==> src/rtl/uart_rx_os_if.sv <==
// Pin-side and consumer-side signals of the oversampling UART receiver.
// The receiver is the master: it consumes the tick and line and drives the result.
interface uart_rx_os_if #(
    parameter int DATA_BITS = 8
);
    logic                 DIVPULSE;
    logic                 RXD;
    logic [DATA_BITS-1:0] DATA;
    logic                 DVALID;
    logic                 PERR;
    logic                 FERR;
    logic                 BUSY;

    modport master (
        input  DIVPULSE,
        input  RXD,
        output DATA,
        output DVALID,
        output PERR,
        output FERR,
        output BUSY
    );

    modport slave (
        output DIVPULSE,
        output RXD,
        input  DATA,
        input  DVALID,
        input  PERR,
        input  FERR,
        input  BUSY
    );
endinterface

==> src/rtl/uart_rx_os.sv <==
// Oversampling UART receiver: 2-flop synchroniser, start qualification,
// 3-sample majority per bit, optional parity, early stop decision and break hold.
module uart_rx_os #(
    parameter int OVERSAMPLING_RATE = 8,
    parameter int DATA_BITS         = 8,
    parameter int PARITY            = 0
) (
    input logic          CLK,
    input logic          NRST,
    uart_rx_os_if.master rx
);
    localparam int TW  = $clog2(OVERSAMPLING_RATE);
    localparam int MID = OVERSAMPLING_RATE / 32'sd2;

    localparam logic [TW-1:0] TICK_LAST = TW'(OVERSAMPLING_RATE - 32'sd1);
    localparam logic [TW-1:0] TICK_S0   = TW'(MID - 32'sd1);
    localparam logic [TW-1:0] TICK_S1   = TW'(MID);
    localparam logic [TW-1:0] TICK_S2   = TW'(MID + 32'sd1);
    localparam logic [3:0]    BIT_LAST  = 4'(DATA_BITS - 32'sd1);
    localparam logic          PAR_EN    = (PARITY != 32'sd0);
    localparam logic          PAR_ODD   = (PARITY == 32'sd2);

    typedef enum logic [2:0] {
        ST_IDLE  = 3'd0,
        ST_START = 3'd1,
        ST_DATA  = 3'd2,
        ST_PAR   = 3'd3,
        ST_STOP  = 3'd4,
        ST_BREAK = 3'd5
    } state_t;

    function automatic logic maj3(input logic [2:0] s);
        return (s[0] & s[1]) | (s[0] & s[2]) | (s[1] & s[2]);
    endfunction

    // Even parity expects XOR(data, parity) = 0, odd expects 1.
    function automatic logic parity_bad(input logic [DATA_BITS-1:0] d, input logic p);
        return PAR_EN & ((^{d, p}) ^ PAR_ODD);
    endfunction

    state_t                 state_r;
    logic                   rx_meta_r;
    logic                   rx_s;
    logic [TW-1:0]          tick_cnt_r;
    logic [3:0]             bit_cnt_r;
    logic [2:0]             samp_r;
    logic [DATA_BITS-1:0]   shift_r;
    logic                   par_r;
    logic [DATA_BITS-1:0]   data_r;
    logic                   dvalid_r;
    logic                   perr_r;
    logic                   ferr_r;
    logic                   busy_r;

    logic                   in_frame_s;
    logic                   bit_end_s;
    logic                   bit_maj_s;
    logic                   stop_maj_s;

    assign in_frame_s = (state_r == ST_START) || (state_r == ST_DATA) ||
                        (state_r == ST_PAR)   || (state_r == ST_STOP);
    assign bit_end_s  = (tick_cnt_r == TICK_LAST);
    assign bit_maj_s  = maj3(samp_r);
    // The stop bit is judged on the tick that takes its third sample.
    assign stop_maj_s = maj3({rx_s, samp_r[1:0]});

    // Synchroniser, frame sequencer and registered outputs; frame state moves only on DIVPULSE
    always_ff @(posedge CLK) begin
        if (!NRST) begin
            rx_meta_r  <= 1'b1;
            rx_s       <= 1'b1;
            state_r    <= ST_IDLE;
            tick_cnt_r <= '0;
            bit_cnt_r  <= 4'd0;
            samp_r     <= 3'b000;
            shift_r    <= '0;
            par_r      <= 1'b0;
            data_r     <= '0;
            dvalid_r   <= 1'b0;
            perr_r     <= 1'b0;
            ferr_r     <= 1'b0;
            busy_r     <= 1'b0;
        end else begin
            rx_meta_r <= rx.RXD;
            rx_s      <= rx_meta_r;
            dvalid_r  <= 1'b0;
            perr_r    <= 1'b0;
            ferr_r    <= 1'b0;
            busy_r    <= (state_r != ST_IDLE);
            if (rx.DIVPULSE) begin
                if (in_frame_s) begin
                    if (tick_cnt_r == TICK_S0) samp_r[0] <= rx_s;
                    if (tick_cnt_r == TICK_S1) samp_r[1] <= rx_s;
                    if (tick_cnt_r == TICK_S2) samp_r[2] <= rx_s;
                    tick_cnt_r <= bit_end_s ? '0 : tick_cnt_r + TW'(1);
                end
                case (state_r)
                    ST_IDLE: begin
                        // The detecting tick is tick 0 of the start bit.
                        if (!rx_s) begin
                            state_r    <= ST_START;
                            tick_cnt_r <= TW'(1);
                        end
                    end
                    ST_START: begin
                        if (bit_end_s) begin
                            state_r   <= bit_maj_s ? ST_IDLE : ST_DATA;
                            bit_cnt_r <= 4'd0;
                        end
                    end
                    ST_DATA: begin
                        if (bit_end_s) begin
                            shift_r   <= {bit_maj_s, shift_r[DATA_BITS-1:1]};
                            bit_cnt_r <= bit_cnt_r + 4'd1;
                            if (bit_cnt_r == BIT_LAST) begin
                                state_r <= PAR_EN ? ST_PAR : ST_STOP;
                            end
                        end
                    end
                    ST_PAR: begin
                        if (bit_end_s) begin
                            par_r   <= bit_maj_s;
                            state_r <= ST_STOP;
                        end
                    end
                    ST_STOP: begin
                        if (tick_cnt_r == TICK_S2) begin
                            tick_cnt_r <= '0;
                            if (stop_maj_s) begin
                                data_r   <= shift_r;
                                dvalid_r <= 1'b1;
                                perr_r   <= parity_bad(shift_r, par_r);
                                state_r  <= ST_IDLE;
                            end else begin
                                ferr_r  <= 1'b1;
                                state_r <= ST_BREAK;
                            end
                        end
                    end
                    ST_BREAK: begin
                        if (rx_s) state_r <= ST_IDLE;
                    end
                    default: begin
                        state_r    <= ST_IDLE;
                        tick_cnt_r <= '0;
                    end
                endcase
            end
        end
    end

    assign rx.DATA   = data_r;
    assign rx.DVALID = dvalid_r;
    assign rx.PERR   = perr_r;
    assign rx.FERR   = ferr_r;
    assign rx.BUSY   = busy_r;
endmodule
==> src/flat_wrapper.sv <==
// flat-port wrapper written by rule: the top's interface ports become plain ports
module uart_rx_os_flat 
#(
    parameter int OVERSAMPLING_RATE = 8,
    parameter int DATA_BITS         = 8,
    parameter int PARITY            = 0
)
  (CLK, NRST, rx_DIVPULSE, rx_RXD, rx_DATA, rx_DVALID, rx_PERR, rx_FERR, rx_BUSY);
  uart_rx_os_if #(.DATA_BITS(DATA_BITS)) rx_i ();
  input logic CLK;
  input logic NRST;
  input wire logic [$bits(rx_i.DIVPULSE)-1:0] rx_DIVPULSE;
  input wire logic [$bits(rx_i.RXD)-1:0] rx_RXD;
  output wire logic [$bits(rx_i.DATA)-1:0] rx_DATA;
  output wire logic [$bits(rx_i.DVALID)-1:0] rx_DVALID;
  output wire logic [$bits(rx_i.PERR)-1:0] rx_PERR;
  output wire logic [$bits(rx_i.FERR)-1:0] rx_FERR;
  output wire logic [$bits(rx_i.BUSY)-1:0] rx_BUSY;
  assign rx_i.DIVPULSE = rx_DIVPULSE;
  assign rx_i.RXD = rx_RXD;
  assign rx_DATA = rx_i.DATA;
  assign rx_DVALID = rx_i.DVALID;
  assign rx_PERR = rx_i.PERR;
  assign rx_FERR = rx_i.FERR;
  assign rx_BUSY = rx_i.BUSY;
  uart_rx_os #(.OVERSAMPLING_RATE(OVERSAMPLING_RATE), .DATA_BITS(DATA_BITS), .PARITY(PARITY)) u_core (.CLK(CLK), .NRST(NRST), .rx(rx_i));
endmodule
==> config.mk <==
export PLATFORM = sky130hd
export DESIGN_NAME = uart_rx_os_flat
export DESIGN_NICKNAME = d
export VERILOG_FILES = /design/src/rtl/uart_rx_os_if.sv /design/src/rtl/uart_rx_os.sv /design/src/flat_wrapper.sv
export SDC_FILE = /design/constraint.sdc
export NUM_CORES = 1
export LEC_CHECK = 0
export CAP_MARGIN = 20
export CORE_MARGIN = 8
export CORE_UTILIZATION = 30
export CTS_CLUSTER_SIZE = 8
export DETAILED_ROUTE_END_ITERATION = 10
export GPL_ROUTABILITY_DRIVEN = 0
export PLACE_DENSITY = 0.52
export SLEW_MARGIN = 20
export SYNTH_ARGS = -nofsm -noshare
export SYNTH_HDL_FRONTEND = slang
export SYNTH_SLANG_ARGS = --single-unit
==> constraint.sdc <==
create_clock -name CLK -period 2.31 [get_ports CLK]
set_clock_uncertainty 0.05 [all_clocks]
set_input_delay 0.462 -clock CLK [delete_from_list [all_inputs] [get_ports CLK]]
set_output_delay 0.462 -clock CLK [all_outputs]
set_load 0.005 [all_outputs]
==> qor.yml, run 1 <==
global_routing:
  grt-ovfl-total: 0
  grt_pass1_wl_um: 5560
  grt_util_all_layers_pct: 8.15
  antenna_found_initial: 0
  grt_max_degree: 21
  grt_pass1_vias: 1239
timing:
  slew_headroom_pct: 64.8
  fin_hold_ws_ns: 0.358
  drv_slew: 0
  period_needed_ns: 1.89
  setup_viol: 0
  grt_setup_unrepaired: "no"
  worstMarginPinSlew_ns: 0.527
  layout_setup_ws_ns: 0.419
  fin_crit_sh_pct: 81.9
  tns_ns: 0
  hold_violations: 0
  fmax_mhz: 529
cells_and_area:
  instances_no_fill: 281
  finalNetCount: 219
  fill_cells: 566
  antennaDiodeCount: 0
  final_common_cell: "dfxtp_1"
  final_util_pct: 36.1
  mostFrequentLayoutCells: "34 x dfxtp_1, 21 x nand2_1, 20 x nor2_1, 20 x a21oi_1, 14 x clkdlybuf4s50_1"
  postLayoutCellArea_um2: 1940
  drive_gt1_share_pct: 9.57
  areaGrowthSynthToFinish_pct: 18.7
die:
  die_x_um: 89.7
  dieArea_um2: 8050
  start_util_pct: 30.4
  ios: 16
  coreArea_um2: 5370
  row_count: 27
  die_h_um: 89.7
outcome:
  status: "finished clean"
clock_network:
  cts_buffers: 5
  clockBufferDepth: 2
  cts_tree: "built"
  cts.sinks: 34
  cts_resized: 0
  cts_hold_buf: 0
  cts_max_level: 2
  root_buffer: "clkbuf_8"
  insertion_delay_ns: 0.28
  clk_pin_slew_ns: 0.07
  cts_setup_buffers: 0
logic_synthesis:
  yosys.area.top_type_share_pct: 41.7
  synth_edf_count: 0
  synth_fp_nets: 203
  async_flop_share_pct: 0
  syn_inst: 193
  synth_flop_cell: "dfxtp_1"
  synth_seq_cells: 34
  avgSynthCellArea_um2: 8.45
  ys_types: 39
  yosys-top-cells-area: "dfxtp_1 42%, mux2i_1 6.7%, a21oi_1 6.1%"
  synth_area_um2: 1630
  synth_area_leader_cell: "dfxtp_1"
  ys_seq_area_share_pct: 41.7
  yosys_warnings: 0
power:
  seq_power_share_pct: 55.5
  power_frac_comb_pct: 6.8
  switching_power_mw: 0.250
  design_power_total_mw: 1.08
  power.internal_mw: 0.829
  leakage_nw: 0.757
  powerDensity_nw_per_um2: 557
  clockPowerShare_pct: 37.7
  switching_share_pct: 23.2
  peakVddDrop_mv: 0.425
worst_hold_path:
  hp-class: "reg -> reg"
  hold_depth: 1
  hold_path_startpoint: "u_core.rx_meta_r"
  worst_hold_path.endpoint: "u_core.rx_s"
setup_path:
  worstSetupPathType: "reg -> reg"
  arrival_ns: 2.06
  r2r_slack_ns: 0.42
  cp-start-kind: "flip-flop"
  r2r_cells: 7
  crit_path_end_kind: "flip-flop"
  path_max_fanout: 5
  reg2reg_from: "u_core.tick_cnt_r[1]"
  reg2reg_to: "u_core.state_r[0]"
  crit_required_ns: 2.48
place:
  postPlaceCellArea_um2: 1860
  placed_cells: 274
  dpl.hpwl_um: 2210
  io_buffers: 14
  place_ws_ns: 0.318
detailed_routing:
  ant_nets: 0
  wire_per_inst_um: 11.4
  viasPerCell: 4.68
  drt-initial-drc-count: 141
  finalWirelength_um: 3200
  drt_pre_antenna_iters: 4
  vias: 1314
  drc: 0
flow_run:
  drv_cap: 0
[cells by family (layout without fill, tap and decap cells)]
group / Yosys count / in the layout / share of synthesized area, %
xor gates and xnor gates: 1 / 1 / 0.537
AOI/OAI and AO/OA: 42 / 42 / 15.6
and+or+nand+nor: 75 / 75 / 22.5
adders and majority gates: 8 / 8 / 5.83
muxes: 11 / 11 / 6.75
other: 1 / 1 / 0.230
DFF: 34 / 34 / 41.7
buffers and inverters: 21 / 37 / 6.75
[sequential cells by signal (all words and copies together), names as in the netlist]
register           count
u_core.rx.FERR         1
u_core.bit_cnt_r       4
u_core.rx_meta_r       1
u_core.state_r         3
u_core.rx.DVALID       1
u_core.rx.BUSY         1
u_core.rx_s            1
u_core.samp_r          3
u_core.rx.DATA         8
u_core.tick_cnt_r      3
u_core.shift_r         8
[power by group through the flow]
stage	registers [mW]	logic [mW]	clock network, mW
finish	0.599	0.0731	0.407
global route	0.600	0.0816	0.460
CTS	0.599	0.0740	0.430
detailed placement	0.613	0.0738	0
global placement	0.613	0.0743	0
floorplan	0.609	0.0549	0
[critical path, cell delays in order, from the launching register on]
cell and delay, ns:
dfxtp_1 0.35, ha_1 0.19, ha_1 0.20, nor3b_1 0.06, o21ai_0 0.23, nand4_2 0.19
a2111o_1 0.44, a21oi_2 0.13
[final cells by class]
class / instances / area, um2 / area share (%)
tap: 72 / 90.1 / 4.65
multi-input combinational: 138 / 841 / 43.4
clock inverter: 2 / 10.0 / 0.517
timing repair buffer: 23 / 220 / 11.4
inverter: 7 / 26.3 / 1.36
sequential: 34 / 681 / 35.1
clock buffer: 5 / 68.8 / 3.55
[synthesized netlist by cell type (3+ instances only)]
library cell and n:
buf_6 3, a21oi_1 20, inv_1 7, buf_2 4, nor3_1 5, ha_1 6
clkbuf_1 5, o21ai_0 9, nand3_1 11, nor3b_1 3, and2_1 4, nor2_1 20
dfxtp_1 34, nand2_1 21, mux2i_1 11
[routing by layer]
metal	track usage (%)	routed length [um]
met2	12.8	1390
met5	0	0
met1	9.84	1650
met4	4.65	68
met3	2.16	95
[worst max-delay path by stage]
stage	cells past startpoint	endpoint	from
final	7	u_core.state_r[0]	u_core.tick_cnt_r[1]
after floorplan	7	u_core.state_r[0]	u_core.tick_cnt_r[0]
after detailed placement	6	u_core.bit_cnt_r[3]	rx_DIVPULSE
after CTS	7	u_core.state_r[0]	u_core.tick_cnt_r[1]
after global routing	7	u_core.state_r[0]	u_core.tick_cnt_r[1]
after global placement	6	u_core.bit_cnt_r[3]	rx_DIVPULSE
Power figures use the tool's default switching activity.
==> inputs of run 2 (changes only) <==
--- a/config.mk
+++ b/config.mk
@@ -11,7 +11,7 @@
 export CTS_CLUSTER_SIZE = 8
 export DETAILED_ROUTE_END_ITERATION = 10
 export GPL_ROUTABILITY_DRIVEN = 0
-export PLACE_DENSITY = 0.52
+export PLACE_DENSITY = 0.54
 export SLEW_MARGIN = 20
 export SYNTH_ARGS = -nofsm -noshare
 export SYNTH_HDL_FRONTEND = slang
==> constraint.sdc (replaced) <==
create_clock -name CLK -period 1.7 [get_ports CLK]
set_clock_uncertainty 0.05 [all_clocks]
set_input_delay 0.34 -clock CLK [delete_from_list [all_inputs] [get_ports CLK]]
set_output_delay 0.34 -clock CLK [all_outputs]
set_load 0.005 [all_outputs]
==> run 2 against run 1 <==
The run now ends with negative setup slack left. Sequential share of layout area down 3.9 points. Sequential power up 36%. Maximum frequency up 11%. Cell area up 13%. Final cell count up 7.5%. Clock-buffer cell count up 1. Combinational power up 68%. Largest cell class unchanged.
==> qor.yml, run 2 (synthesis gave the netlist of run 1 again) <==
detailed_routing:
  viasPerCell: 4.70
  ant_nets: 0
  wire_per_inst_um: 12.4
  drt_pre_antenna_iters: 4
  drc: 0
  drt-initial-drc-count: 110
  vias: 1420
  finalWirelength_um: 3740
setup_path:
  critPathSlowestCell: "or3_4"
  cp-start-kind: "flip-flop"
  worstSetupPathType: "reg -> reg"
  crit_path_end_kind: "flip-flop"
  worstPathCellList: "ha_1 -> nand3b_1 -> a32oi_2 -> nand4_2 -> or3_4 -> a21oi_2"
  path_max_fanout: 4
  critPathMaxStageDelay_ns: 0.41
  crit_required_ns: 1.88
  critPathBufInv: 0
  arrival_ns: 1.88
  crit_family: "simple AND/OR/NAND/NOR gates"
outcome:
  violations: "negative setup slack"
  status: "complete, but fails checks"
power:
  peakVddDrop_mv: 0.328
  power.internal_mw: 1.19
  power_frac_comb_pct: 7.9
  seq_power_share_pct: 51.7
  switching_share_pct: 24.3
  clockPowerShare_pct: 40.4
  design_power_total_mw: 1.57
  powerDensity_nw_per_um2: 717
  switching_power_mw: 0.381
  leakage_nw: 0.873
cells_and_area:
  areaGrowthSynthToFinish_pct: 34.2
  mostFrequentLayoutCells: "32 x dfxtp_1, 27 x buf_4, 19 x nor2_1, 19 x nand2_1, 18 x a21oi_1"
  postLayoutCellArea_um2: 2190
  instances_no_fill: 302
  finalNetCount: 239
  drive_gt1_share_pct: 24.3
  antennaDiodeCount: 0
  final_util_pct: 40.8
  final_common_cell: "dfxtp_1"
timing:
  grt_setup_unrepaired: "yes"
  fmax_mhz: 588
  fin_hold_ws_ns: 0.367
  layout_setup_ws_ns: -0.000498
  hold_violations: 0
  period_needed_ns: 1.70
  tns_ns: -0.000498
  drv_slew: 0
  fin_crit_sh_pct: 100
  setup_viol: 1
place:
  postPlaceCellArea_um2: 1990
  dpl.hpwl_um: 2580
  io_buffers: 14
  placed_cells: 291
  place_ws_ns: -0.188
die:
  start_util_pct: 30.4
  die_h_um: 89.7
  coreArea_um2: 5370
  ios: 16
  dieArea_um2: 8050
  die_x_um: 89.7
  row_count: 27
clock_network:
  root_buffer: "clkbuf_8"
  cts.sinks: 34
  clockBufferDepth: 2
  cts_hold_buf: 0
  cts_buffers: 5
  clk_pin_slew_ns: 0.08
  insertion_delay_ns: 0.29
  cts_max_level: 2
  cts_tree: "built"
global_routing:
  grt_max_degree: 27
  grt_pass1_vias: 1388
  grt_util_all_layers_pct: 9.52
  grt-ovfl-total: 0
  antenna_found_initial: 0
  grt_pass1_wl_um: 6380
worst_hold_path:
  hp-class: "reg -> reg"
flow_run:
  drv_cap: 0
-- run 2: power groups by stage --
stage                     sequential, mW  clock (mW)  combinational [mW]
after floorplan                    0.828           0              0.0741
after global placement             0.829           0               0.114
after detailed placement           0.829           0               0.114
after CTS                          0.811       0.651               0.115
after global routing               0.814       0.693               0.135
final                              0.813       0.635               0.123
-- run 2: cell type report --
class	instances	area, um2
Timing Repair Buffer	43	374
Sequential cell	34	683
Clock inverter	2	12.5
Multi-Input combinational cell	138	918
Clock buffer	6	82.6
Tap cell	72	90.1
Fill cell	538	3180
Inverter	7	28.8
-- run 2: worst paths after layout --
| check | start | to | slack [ns] | depth (start not counted) |
|---|---|---|---|---|
| max | u_core.bit_cnt_r[1] | u_core.state_r[2] | -0.0005 | 6 |
| min reg2reg | u_core.rx_meta_r | u_core.rx_s | 0.37 | 1 |
| min | u_core.rx_meta_r | u_core.rx_s | 0.37 | 1 |
| max reg2reg | u_core.bit_cnt_r[1] | u_core.state_r[2] | -0.0005 | 6 |
-- run 2: timing repair --
| item | in CTS | in global routing |
|---|---|---|
| buffers inserted | 0 | 3 |
| pin swaps | 0 | 7 |
| resized for setup | 2 | 18 |
| setup endpoints to repair | 3 | 19 |
-- run 2: worst reg2reg max path, cell delays in order, from the launching register on --
cell	delay, ns
dfxtp_1	0.35
ha_1	0.18
nand3b_1	0.12
a32oi_2	0.26
nand4_2	0.17
or3_4	0.41
a21oi_2	0.11
-- run 2: per-layer routing --
layer,track usage (%),vias up,share of wire [%]
met3,2.49,5,2.3
li1,-,736,-
met4,5.08,0,2.2
met5,0,-,0
met1,11.3,661,50
met2,15.3,18,46
